<file path="config.mk">
export PLATFORM = sky130hd
export DESIGN_NAME = sar_multich_seq_flat
export DESIGN_NICKNAME = d
export VERILOG_FILES = /design/src/rtl/sar_multich_seq_if.sv /design/src/rtl/sar_multich_seq.sv /design/src/flat_wrapper.sv
export SDC_FILE = /design/constraint.sdc
export NUM_CORES = 1
export LEC_CHECK = 0
export CAP_MARGIN = 30
export CORE_MARGIN = 4
export CORE_UTILIZATION = 55
export DETAILED_ROUTE_END_ITERATION = 8
export DONT_BUFFER_PORTS = 1
export MAX_ROUTING_LAYER = met4
export PLACE_DENSITY = 0.67
export SYNTH_ARGS = -nofsm -noshare
export SYNTH_HDL_FRONTEND = slang
export SYNTH_SLANG_ARGS = --single-unit
</file>
<file path="constraint.sdc">
create_clock -name clk -period 3.6 [get_ports clk]
set_clock_uncertainty 0.15 [all_clocks]
set_input_delay 0.36 -clock clk [delete_from_list [all_inputs] [get_ports clk]]
set_output_delay 0.36 -clock clk [all_outputs]
set_load 0.02 [all_outputs]
</file>
<file path="src/rtl/sar_multich_seq_if.sv">
// Bus between the SAR sequencer and its surroundings (analog front end + result consumer).
// SAR_OVERRUN_EN adds the overrun flag.
interface sar_multich_seq_if #(
  parameter int NUM_BITS = 4,
  parameter int NUM_CH   = 4
);
  localparam int CH_W = $clog2(NUM_CH);

  logic                enable;
  logic                scan_mode;
  logic                start;
  logic [CH_W-1:0]     ch_sel;
  logic [1:0]          sample_rate;
  logic                cmp_out;
  logic                sample_sig;
  logic [CH_W-1:0]     ch_mux;
  logic [NUM_BITS-1:0] dac_code;
  logic                busy;
  logic [NUM_BITS-1:0] d_out;
  logic [CH_W-1:0]     d_ch;
  logic                eoc;
  logic                ready;
`ifdef SAR_OVERRUN_EN
  logic                overrun;

  modport master (
    input  enable, scan_mode, start, ch_sel, sample_rate, cmp_out, ready,
    output sample_sig, ch_mux, dac_code, busy, d_out, d_ch, eoc, overrun
  );
  modport slave (
    output enable, scan_mode, start, ch_sel, sample_rate, cmp_out, ready,
    input  sample_sig, ch_mux, dac_code, busy, d_out, d_ch, eoc, overrun
  );
`else
  modport master (
    input  enable, scan_mode, start, ch_sel, sample_rate, cmp_out, ready,
    output sample_sig, ch_mux, dac_code, busy, d_out, d_ch, eoc
  );
  modport slave (
    output enable, scan_mode, start, ch_sel, sample_rate, cmp_out, ready,
    input  sample_sig, ch_mux, dac_code, busy, d_out, d_ch, eoc
  );
`endif
endinterface

</file>
<file path="src/rtl/sar_multich_seq.sv">
// Multi-channel SAR ADC sequencer: mux/S&H control, binary-search trials, valid/ready results.
// Optional SAR_OVERRUN_EN flags results overwritten before they were accepted.
module sar_multich_seq #(
  parameter int NUM_BITS = 4,
  parameter int NUM_CH   = 4
) (
  input  logic            clk,
  input  logic            rst,
  sar_multich_seq_if.master bus
);
  localparam int CH_W     = $clog2(NUM_CH);
  localparam int IDX_W    = $clog2(NUM_BITS);
  localparam int WAIT_MAX = 3 * (NUM_BITS + 1);
  localparam int CNT_W    = $clog2(WAIT_MAX + 1);
  localparam logic [NUM_BITS-1:0] MSB = {1'b1, {(NUM_BITS-1){1'b0}}};

  typedef enum logic [1:0] {IDLE, SAMPLE, CONV, WAIT} state_t;

  state_t              state_q, state_d;
  logic [CNT_W-1:0]    cnt_q, cnt_d;
  logic [1:0]          rate_q, rate_d;
  logic [CH_W-1:0]     ch_q, ch_d;
  logic [CH_W-1:0]     ptr_q, ptr_d;
  logic                scan_q, scan_d;
  logic [NUM_BITS-1:0] dac_q, dac_d;
  logic [NUM_BITS-1:0] dout_q, dout_d;
  logic [CH_W-1:0]     dch_q, dch_d;
  logic                eoc_q, eoc_d;
`ifdef SAR_OVERRUN_EN
  logic                ovr_q, ovr_d;
`endif

  logic [IDX_W-1:0]    bit_idx;
  logic [NUM_BITS-1:0] trial;
  logic [CH_W-1:0]     ptr_inc, ptr_next;
  logic [CNT_W-1:0]    wait_len;
  logic                done, frame_end;

  assign bit_idx  = IDX_W'(NUM_BITS - 1) - IDX_W'(cnt_q);
  assign ptr_inc  = (ptr_q == CH_W'(NUM_CH - 1)) ? '0 : ptr_q + 1'b1;
  // Pointer tracks the channel of the current scan frame; it advances only when a scan frame completes.
  assign ptr_next = scan_q ? ptr_inc : ptr_q;
  assign wait_len = CNT_W'(rate_q) * CNT_W'(NUM_BITS + 1);

  always_comb begin
    trial = dac_q;
    if (!bus.cmp_out) trial[bit_idx] = 1'b0;
    if (bit_idx != '0) trial[bit_idx - 1'b1] = 1'b1;
  end

  always_comb begin
    state_d   = state_q;
    cnt_d     = cnt_q;
    rate_d    = rate_q;
    ch_d      = ch_q;
    ptr_d     = ptr_q;
    scan_d    = scan_q;
    dac_d     = dac_q;
    dout_d    = dout_q;
    dch_d     = dch_q;
    eoc_d     = eoc_q;
    done      = 1'b0;
    frame_end = 1'b0;
`ifdef SAR_OVERRUN_EN
    ovr_d     = ovr_q;
`endif
    case (state_q)
      IDLE: if (bus.enable && (bus.scan_mode || bus.start)) begin
        state_d = SAMPLE;
        ch_d    = bus.scan_mode ? ptr_q : bus.ch_sel;
        scan_d  = bus.scan_mode;
      end
      SAMPLE: begin
        rate_d  = bus.sample_rate;
        cnt_d   = '0;
        dac_d   = MSB;
        state_d = CONV;
      end
      CONV: begin
        dac_d = trial;
        cnt_d = cnt_q + 1'b1;
        if (cnt_q == CNT_W'(NUM_BITS - 1)) begin
          done  = 1'b1;
          dac_d = MSB;
          if (rate_q == 2'b00) frame_end = 1'b1;
          else begin
            state_d = WAIT;
            cnt_d   = wait_len - 1'b1;
          end
        end
      end
      WAIT: begin
        if (cnt_q == '0) frame_end = 1'b1;
        else cnt_d = cnt_q - 1'b1;
      end
      default: state_d = IDLE;
    endcase

    if (frame_end) begin
      ptr_d = ptr_next;
      if (bus.scan_mode) begin
        state_d = SAMPLE;
        ch_d    = ptr_next;
        scan_d  = 1'b1;
      end else begin
        state_d = IDLE;
      end
    end

    // Disable wins over everything in flight; pending result and scan position survive.
    if (!bus.enable) begin
      state_d = IDLE;
      dac_d   = MSB;
      ptr_d   = ptr_q;
      ch_d    = ch_q;
      done    = 1'b0;
    end

    if (bus.ready && eoc_q) begin
      eoc_d = 1'b0;
`ifdef SAR_OVERRUN_EN
      ovr_d = 1'b0;
`endif
    end
    if (done) begin
      dout_d = trial;
      dch_d  = ch_q;
      eoc_d  = 1'b1;
`ifdef SAR_OVERRUN_EN
      if (eoc_q && !bus.ready) ovr_d = 1'b1;
`endif
    end
  end

  always_ff @(posedge clk) begin
    if (rst) begin
      state_q <= IDLE;
      cnt_q   <= '0;
      rate_q  <= '0;
      ch_q    <= '0;
      ptr_q   <= '0;
      scan_q  <= 1'b0;
      dac_q   <= MSB;
      dout_q  <= '0;
      dch_q   <= '0;
      eoc_q   <= 1'b0;
`ifdef SAR_OVERRUN_EN
      ovr_q   <= 1'b0;
`endif
    end else begin
      state_q <= state_d;
      cnt_q   <= cnt_d;
      rate_q  <= rate_d;
      ch_q    <= ch_d;
      ptr_q   <= ptr_d;
      scan_q  <= scan_d;
      dac_q   <= dac_d;
      dout_q  <= dout_d;
      dch_q   <= dch_d;
      eoc_q   <= eoc_d;
`ifdef SAR_OVERRUN_EN
      ovr_q   <= ovr_d;
`endif
    end
  end

  assign bus.sample_sig = (state_q == SAMPLE);
  assign bus.ch_mux     = ch_q;
  assign bus.dac_code   = dac_q;
  assign bus.busy       = (state_q != IDLE);
  assign bus.d_out      = dout_q;
  assign bus.d_ch       = dch_q;
  assign bus.eoc        = eoc_q;
`ifdef SAR_OVERRUN_EN
  assign bus.overrun    = ovr_q;
`endif
endmodule

</file>
<file path="src/flat_wrapper.sv">
// flat-port wrapper written by rule: the top's interface ports become plain ports
module sar_multich_seq_flat 
#(
  parameter int NUM_BITS = 4,
  parameter int NUM_CH   = 4
)
  (clk, rst, bus_enable, bus_scan_mode, bus_start, bus_ch_sel, bus_sample_rate, bus_cmp_out, bus_ready, bus_sample_sig, bus_ch_mux, bus_dac_code, bus_busy, bus_d_out, bus_d_ch, bus_eoc);
  sar_multich_seq_if #(.NUM_BITS(NUM_BITS), .NUM_CH(NUM_CH)) bus_i ();
  input  logic clk;
  input  logic rst;
  input wire logic [$bits(bus_i.enable)-1:0] bus_enable;
  input wire logic [$bits(bus_i.scan_mode)-1:0] bus_scan_mode;
  input wire logic [$bits(bus_i.start)-1:0] bus_start;
  input wire logic [$bits(bus_i.ch_sel)-1:0] bus_ch_sel;
  input wire logic [$bits(bus_i.sample_rate)-1:0] bus_sample_rate;
  input wire logic [$bits(bus_i.cmp_out)-1:0] bus_cmp_out;
  input wire logic [$bits(bus_i.ready)-1:0] bus_ready;
  output wire logic [$bits(bus_i.sample_sig)-1:0] bus_sample_sig;
  output wire logic [$bits(bus_i.ch_mux)-1:0] bus_ch_mux;
  output wire logic [$bits(bus_i.dac_code)-1:0] bus_dac_code;
  output wire logic [$bits(bus_i.busy)-1:0] bus_busy;
  output wire logic [$bits(bus_i.d_out)-1:0] bus_d_out;
  output wire logic [$bits(bus_i.d_ch)-1:0] bus_d_ch;
  output wire logic [$bits(bus_i.eoc)-1:0] bus_eoc;
  assign bus_i.enable = bus_enable;
  assign bus_i.scan_mode = bus_scan_mode;
  assign bus_i.start = bus_start;
  assign bus_i.ch_sel = bus_ch_sel;
  assign bus_i.sample_rate = bus_sample_rate;
  assign bus_i.cmp_out = bus_cmp_out;
  assign bus_i.ready = bus_ready;
  assign bus_sample_sig = bus_i.sample_sig;
  assign bus_ch_mux = bus_i.ch_mux;
  assign bus_dac_code = bus_i.dac_code;
  assign bus_busy = bus_i.busy;
  assign bus_d_out = bus_i.d_out;
  assign bus_d_ch = bus_i.d_ch;
  assign bus_eoc = bus_i.eoc;
  sar_multich_seq #(.NUM_BITS(NUM_BITS), .NUM_CH(NUM_CH)) u_core (.clk(clk), .rst(rst), .bus(bus_i));
endmodule
</file>
==> results of run 1 <==
## final cells by class
type                       instances  area [um2]
clock buffer                       3        22.5
tap                               30        37.5
fill                             229         983
clock inverter                     1        30.0
timing repair buffer               1        10.0
multi-input combinational        139         940
inverter                          11        41.3
sequential                        24         480
## cell usage in the layout (no fill, tap or decap), types with 2 or more instances in the layout
cell	Yosys	layout
sky130_fd_sc_hd__nor2_1	16	16
sky130_fd_sc_hd__or3b_1	3	3
sky130_fd_sc_hd__a31oi_1	2	2
sky130_fd_sc_hd__nor3_1	3	3
sky130_fd_sc_hd__mux2i_1	5	5
sky130_fd_sc_hd__o2111a_1	2	2
sky130_fd_sc_hd__o21ai_0	8	8
sky130_fd_sc_hd__a311oi_1	2	2
sky130_fd_sc_hd__dfxtp_1	24	24
sky130_fd_sc_hd__nand3b_1	2	2
sky130_fd_sc_hd__nor3b_1	2	2
sky130_fd_sc_hd__a22oi_1	2	2
sky130_fd_sc_hd__ha_1	11	11
sky130_fd_sc_hd__nand3_1	6	6
sky130_fd_sc_hd__o211ai_1	2	2
sky130_fd_sc_hd__and2_1	2	2
sky130_fd_sc_hd__clkbuf_4	0	3
sky130_fd_sc_hd__inv_1	11	11
sky130_fd_sc_hd__nand4_1	3	3
sky130_fd_sc_hd__nand2_1	14	14
sky130_fd_sc_hd__o31ai_1	2	2
sky130_fd_sc_hd__nand2b_1	6	6
sky130_fd_sc_hd__nor2b_1	5	5
sky130_fd_sc_hd__a21oi_1	16	16
sky130_fd_sc_hd__a211oi_1	5	5
## worst max-delay path, stage by stage, from the launching register on
cell and delay, ns:
sky130_fd_sc_hd__dfxtp_1 0.47, sky130_fd_sc_hd__ha_1 0.42, sky130_fd_sc_hd__or3b_1 0.43, sky130_fd_sc_hd__a32oi_2 0.24
sky130_fd_sc_hd__a32oi_1 0.09, sky130_fd_sc_hd__mux2_1 0.35
## state kept, by name, indices dropped and copies added, names as in the netlist
signal               cells
u_core.bus.dac_code      4
u_core.ptr_q             2
u_core.bus.d_ch          2
u_core.scan_q            1
u_core.cnt_q             4
u_core.bus.ch_mux        2
u_core.bus.d_out         4
u_core.state_q           2
u_core.rate_q            2
u_core.bus.eoc           1
## metal layers
metal / vias up / GRT usage (%) / part of all wire [%]
met5: - / - / 0
met3: 6 / 4.04 / 6.7
met1: 580 / 26.5 / 47
li1: 659 / - / -
met4: 0 / 7.43 / 1.2
met2: 44 / 30.9 / 45
## how the worst max path moves through the flow
stage / cells past startpoint / end / from
3_3_place_gp: 5 / u_core.state_q[0] / u_core.cnt_q[0]
4_1_cts: 5 / u_core.state_q[0] / u_core.cnt_q[0]
5_1_grt: 5 / u_core.state_q[0] / u_core.cnt_q[0]
3_5_place_dp: 5 / u_core.state_q[0] / u_core.cnt_q[0]
2_1_floorplan: 7 / u_core.state_q[0] / u_core.state_q[0]
6_report: 5 / u_core.state_q[0] / u_core.cnt_q[0]
## power by group through the flow
stage | Combinational, mW | Clock, mW | Sequential, mW
6_report | 0.0793 | 0.194 | 0.287
5_1_grt | 0.0883 | 0.213 | 0.289
4_1_cts | 0.0785 | 0.203 | 0.287
3_5_place_dp | 0.0742 | 0 | 0.293
3_3_place_gp | 0.0738 | 0 | 0.292
2_1_floorplan | 0.0691 | 0 | 0.290
## what timing repair did
action / 4_1_cts / 5_1_grt
hold buffers: 1 / 0
endpoints found under the hold margin: 17 / 0
endpoints found under the setup margin: 0 / 0
## through the flow
stage	utilization [%]	power (mW)	cell area, um2	worst slack, ns	hold slack [ns]
after global routing	61.4	0.590	1560	1.18	0.0164
after floorplan	-	0.359	1510	1.64	0.357
after detailed placement	58.9	0.367	1500	1.38	0.283
after global placement	58.9	0.366	1500	1.47	0.281
final	61.4	0.560	1560	1.35	0.0397
after CTS	61.4	0.568	1560	1.35	0.0255
## cells by family after synthesis
| family | Yosys count | synth area share [%] |
|---|---|---|
| AND/OR/NAND/NOR | 66 | 23.0 |
| AO/OA/AOI/OAI | 56 | 26.0 |
| flip-flops | 24 | 31.8 |
| buffers and inverters | 21 | 6.12 |
| adder cells (fa/ha/maj) | 11 | 9.10 |
| multiplexers | 6 | 4.05 |
==> flow_summary.json, run 1 <==
{
  "outcome": "finished, final reports clean",
  "cts.htree.levels": 1,
  "timing.setup.tns_ns": 0,
  "final_cell_count_no_fill": 209,
  "first_global_vias": 1218,
  "dp.cells": 204,
  "ys_top_cells_by_count": "sky130_fd_sc_hd__dfxtp_1, sky130_fd_sc_hd__a21oi_1, sky130_fd_sc_hd__nor2_1, sky130_fd_sc_hd__nand2_1",
  "post-synth-top-area-cell": "sky130_fd_sc_hd__dfxtp_1",
  "port_buffers": 0,
  "antenna_found_initial": 0,
  "post-cts-setup-buffers": 0,
  "layout-drive-gt1-share_pct": 5.03,
  "area_growth_syn_to_layout_pct": 3.23,
  "worst_r2r_path_depth": 5,
  "unrepaired_setup_endpoints_after_global_routing": "no",
  "route.vias.total": 1289,
  "min_delay_worst_endpoint": "u_core.rate_q[0]",
  "design.portCount": 26,
  "grt_pass1_wl_um": 5500,
  "core.rowCount": 18,
  "critical_path_arrival_ns": 2.32,
  "setup.reg_to_reg.worst_slack_ns": 1.35,
  "die-area_um2": 3650,
  "power_density_nw_per_um2": 359,
  "layout_worst_path_cycle_share_pct": 62.6,
  "cts_tree": "done",
  "post_synth_instance_area_um2": 1510,
  "finalHoldViolations": 0,
  "p_comb_share_pct": 14.2,
  "required_ns": 3.66,
  "post-route-min-period_ns": 2.25,
  "initialDrtViolationCount": 61,
  "first_pass_iters": 4,
  "chipWidth_um": 60.4,
  "synth.most_common_cell": "sky130_fd_sc_hd__dfxtp_1",
  "r2r_start": "u_core.cnt_q[0]",
  "floorplan.initialDensity_pct": 59.4,
  "r2r-end": "u_core.state_q[0]",
  "avg_synthesized_cell_area_um2": 8.22,
  "number_of_nets_in_the_synthesized_netlist": 206,
  "setup_viol": 0,
  "maxSlewHeadroom_pct": 44.0,
  "share_of_yosys_cell_area_claimed_by_the_top_area_cell_type_pct": 31.8,
  "power_frac_clock_pct": 34.6,
  "max_root_sink_buffers": 2,
  "worstSkewPairLatency_ns": 0.31,
  "grt_util_all_layers_pct": 20.2,
  "post_cts.resized_instances": 0,
  "vdd_ir_drop_max_uv": 294,
  "worst_setup_hold_path_clk_slew_ns": 0.13,
  "ant_nets": 0,
  "power.net_switching_mw": 0.142,
  "maxCapViolations": 0,
  "globalplace.congestion": 0.960,
  "core_area_um2": 2540,
  "grt_max_degree": 18,
  "place_hpwl_um": 2400,
  "final_nets": 202,
  "fmax_mhz": 444,
  "switching_share_pct": 25.4,
  "total_leakage_power_nw": 0.536,
  "ys_types": 48,
  "syn-instance-count": 184,
  "total_gr_overflow": 0,
  "critical_path.max_fanout": 12,
  "cts_buffers": 3,
  "worst_slew_pin_slew_ns": 0.836,
  "cellInternalPower_mw": 0.418,
  "final_max_slew_viol_count": 0,
  "number_of_flip_flops_and_latches_in_the_synthesized_netlist": 24,
  "cts-root-buf": "sky130_fd_sc_hd__clkbuf_4",
  "drt_wl_total_um": 3270,
  "synthArstFlopShare_pct": 0,
  "worst_hold_path.num_cells": 2,
  "synth.area.top_cells": "sky130_fd_sc_hd__dfxtp_1, sky130_fd_sc_hd__ha_1, sky130_fd_sc_hd__a21oi_1",
  "p_seq_share_pct": 51.2,
  "ys_warnings": 0,
  "drc": 0,
  "worstHoldPathType": "input port to flip-flop",
  "clock_sink_total": 24,
  "synth_flop_cell": "sky130_fd_sc_hd__dfxtp_1",
  "synth-seq-area-share_pct": 31.8,
  "floorplan_die_height_um": 60.4,
  "synth-edff-count": 0,
  "post_drt_wl_per_cell_um": 15.6,
  "drt-vias-per-instance": 6.17,
  "min_from": "bus_sample_rate[0]",
  "critical_path.endpoint_type": "flip-flop",
  "worstSetupPathType": "flip-flop to flip-flop",
  "num_antenna_cells": 0,
  "critPathLaunchType": "flip-flop"
}
(Power assumes the default switching activity.)
==> run 2: changes to the inputs <==
--- a/config.mk
+++ b/config.mk
@@ -11,7 +11,7 @@
 export DETAILED_ROUTE_END_ITERATION = 8
 export DONT_BUFFER_PORTS = 1
 export MAX_ROUTING_LAYER = met4
-export PLACE_DENSITY = 0.67
+export PLACE_DENSITY = 0.7
 export SYNTH_ARGS = -nofsm -noshare
 export SYNTH_HDL_FRONTEND = slang
 export SYNTH_SLANG_ARGS = --single-unit
==> constraint.sdc (replaced) <==
create_clock -name clk -period 1.9 [get_ports clk]
set_clock_uncertainty 0.15 [all_clocks]
set_input_delay 0.19 -clock clk [delete_from_list [all_inputs] [get_ports clk]]
set_output_delay 0.19 -clock clk [all_outputs]
set_load 0.02 [all_outputs]
==> run 2 against run 1 <==
  * Non-clock buffer count up 21
  * Clock-buffer cell count unchanged
  * Power up 99%
  * Highest routed layer unchanged
  * Wire length up 11%
  * Utilization up 8.1 points
==> flow_summary.json, run 2 (synthesis gave the netlist of run 1 again) <==
{
  "post-route-min-period_ns": 1.90,
  "floorplan_die_height_um": 60.4,
  "maxCapViolations": 0,
  "clock_sink_total": 24,
  "die-area_um2": 3650,
  "finalHoldViolations": 0,
  "final_max_slew_viol_count": 0,
  "unrepaired_setup_endpoints_after_global_routing": "yes",
  "critical_path.max_fanout": 6,
  "setup.reg_to_reg.worst_slack_ns": 0.004,
  "cts_buffers": 3,
  "cts-root-buf": "sky130_fd_sc_hd__clkbuf_4",
  "r2r_start": "u_core.state_q[0]",
  "grt_pass1_wl_um": 6040,
  "port_buffers": 0,
  "place_hpwl_um": 2630,
  "max_root_sink_buffers": 2,
  "final_nets": 223,
  "required_ns": 1.98,
  "worst_r2r_path_depth": 6,
  "grt_max_degree": 19,
  "crit_path_end": "u_core.state_q[0]",
  "first_pass_iters": 6,
  "drt_wl_total_um": 3620,
  "r2r-end": "u_core.state_q[0]",
  "design_area_um2": 1770,
  "core_area_um2": 2540,
  "cts_tree": "done",
  "worstSetupPathType": "flip-flop to flip-flop",
  "drc": 0,
  "design.portCount": 26,
  "worst_setup_hold_path_clk_slew_ns": 0.14,
  "fmax_mhz": 527,
  "core.rowCount": 18,
  "total_gr_overflow": 0,
  "worst_slew_pin_slew_ns": 0.789,
  "cts.htree.levels": 1,
  "vdd_ir_drop_max_uv": 488,
  "total_leakage_power_nw": 0.645,
  "post_drt_wl_per_cell_um": 15.7,
  "layout_worst_path_cycle_share_pct": 99.8,
  "worstHoldPathType": "input port to flip-flop",
  "layout_commonest_cell": "sky130_fd_sc_hd__dfxtp_1",
  "setup_viol": 0,
  "area_growth_syn_to_layout_pct": 16.9,
  "floorplan.initialDensity_pct": 59.4,
  "antenna_found_initial": 0,
  "critical_path.startpoint": "u_core.state_q[0]",
  "critPathLaunchType": "flip-flop",
  "drt-vias-per-instance": 6.18,
  "timing.setup.tns_ns": 0,
  "route.vias.total": 1422,
  "first_global_vias": 1337,
  "layout-drive-gt1-share_pct": 16.0,
  "initialDrtViolationCount": 110,
  "ant_nets": 0,
  "min_hold_slack_ns": 0.0216,
  "power_density_nw_per_um2": 632,
  "worstSkewPairLatency_ns": 0.32,
  "critical_path.endpoint_type": "flip-flop",
  "postLayoutCoreUtil_pct": 69.5,
  "chipWidth_um": 60.4,
  "most-common-layout-cells": "sky130_fd_sc_hd__dfxtp_1, sky130_fd_sc_hd__nor2_1, sky130_fd_sc_hd__a21oi_1, sky130_fd_sc_hd__nand2_1, sky130_fd_sc_hd__buf_4",
  "num_antenna_cells": 0,
  "critical_path_arrival_ns": 1.97,
  "place_area_um2": 1600,
  "outcome": "finished, final reports clean",
  "grt_util_all_layers_pct": 22.0,
  "globalplace.congestion": 0.896,
  "maxSlewHeadroom_pct": 47.2
}
[run 2: cell count changes in the layout (fill, tap and decap cells not counted), moves of 2 or more]
cell,delta
sky130_fd_sc_hd__dlygate4sd3_1,+7
sky130_fd_sc_hd__or3b_4,+2
sky130_fd_sc_hd__dfxtp_1,-4
sky130_fd_sc_hd__dfxtp_2,+3
sky130_fd_sc_hd__or3b_1,-2
sky130_fd_sc_hd__buf_4,+14
[run 2: final cells by class]
type	instances	area [um2]
timing repair buffer	22	185
clock inverter	1	30.0
tap	30	37.5
sequential	24	488
clock buffer	3	22.5
inverter	11	46.3
fill	216	777
multi-input combinational	139	958
[run 2: critical path, cell delays in order (launching register included)]
cell and delay (ns):
sky130_fd_sc_hd__dfxtp_4 0.39, sky130_fd_sc_hd__inv_6 0.08, sky130_fd_sc_hd__ha_4 0.14, sky130_fd_sc_hd__or3b_4 0.37
sky130_fd_sc_hd__a32oi_2 0.25, sky130_fd_sc_hd__a32oi_1 0.09, sky130_fd_sc_hd__mux2_1 0.32
[run 2: where the power goes]
group	internal (mW)	total, mW	leakage [nW]	switching [mW]
clock	0.214	0.381	0.0279	0.167
combinational	0.0871	0.191	0.421	0.104
sequential	0.519	0.545	0.197	0.0266
total	0.819	1.12	0.645	0.298
[run 2: timing repair]
action / CTS / global route
cloned: 0 / 0
endpoints found under the hold margin: 19 / 0
gates resized for setup: 2 / 6
hold buffers: 8 / 0
endpoints found under the setup margin: 2 / 6
setup buffers: 0 / 3
pin swaps: 1 / 3
[run 2: through the flow]
stage	power (mW)	cells	setup slack (ns)
4_1_cts	1.11	227	0.0113
6_report	1.12	230	0.00415
3_5_place_dp	0.718	215	-0.00487
5_1_grt	1.17	230	-0.0877
2_1_floorplan	0.683	184	0.0202
3_3_place_gp	0.712	215	0.0196
[run 2: metal layers]
metal / vias up / track usage, % / wire (um)
met1: 671 / 28.8 / 1670
met4: 0 / 5.57 / 38
met5: - / - / 0
li1: 705 / - / -
met3: 6 / 4.26 / 201
met2: 40 / 34.7 / 1710
[run 2: worst min path at each step]
stage	start	to	slack [ns]	cells past startpoint
final	bus_enable	u_core.bus.ch_mux[0]	0.02	3
after floorplan	bus_sample_rate[0]	u_core.rate_q[0]	0.19	2
after detailed placement	rst	u_core.cnt_q[2]	0.11	1
after global placement	rst	u_core.bus.eoc	0.11	1
after global routing	bus_enable	u_core.bus.ch_mux[0]	0.03	3
after CTS	bus_enable	u_core.bus.ch_mux[0]	0.02	3
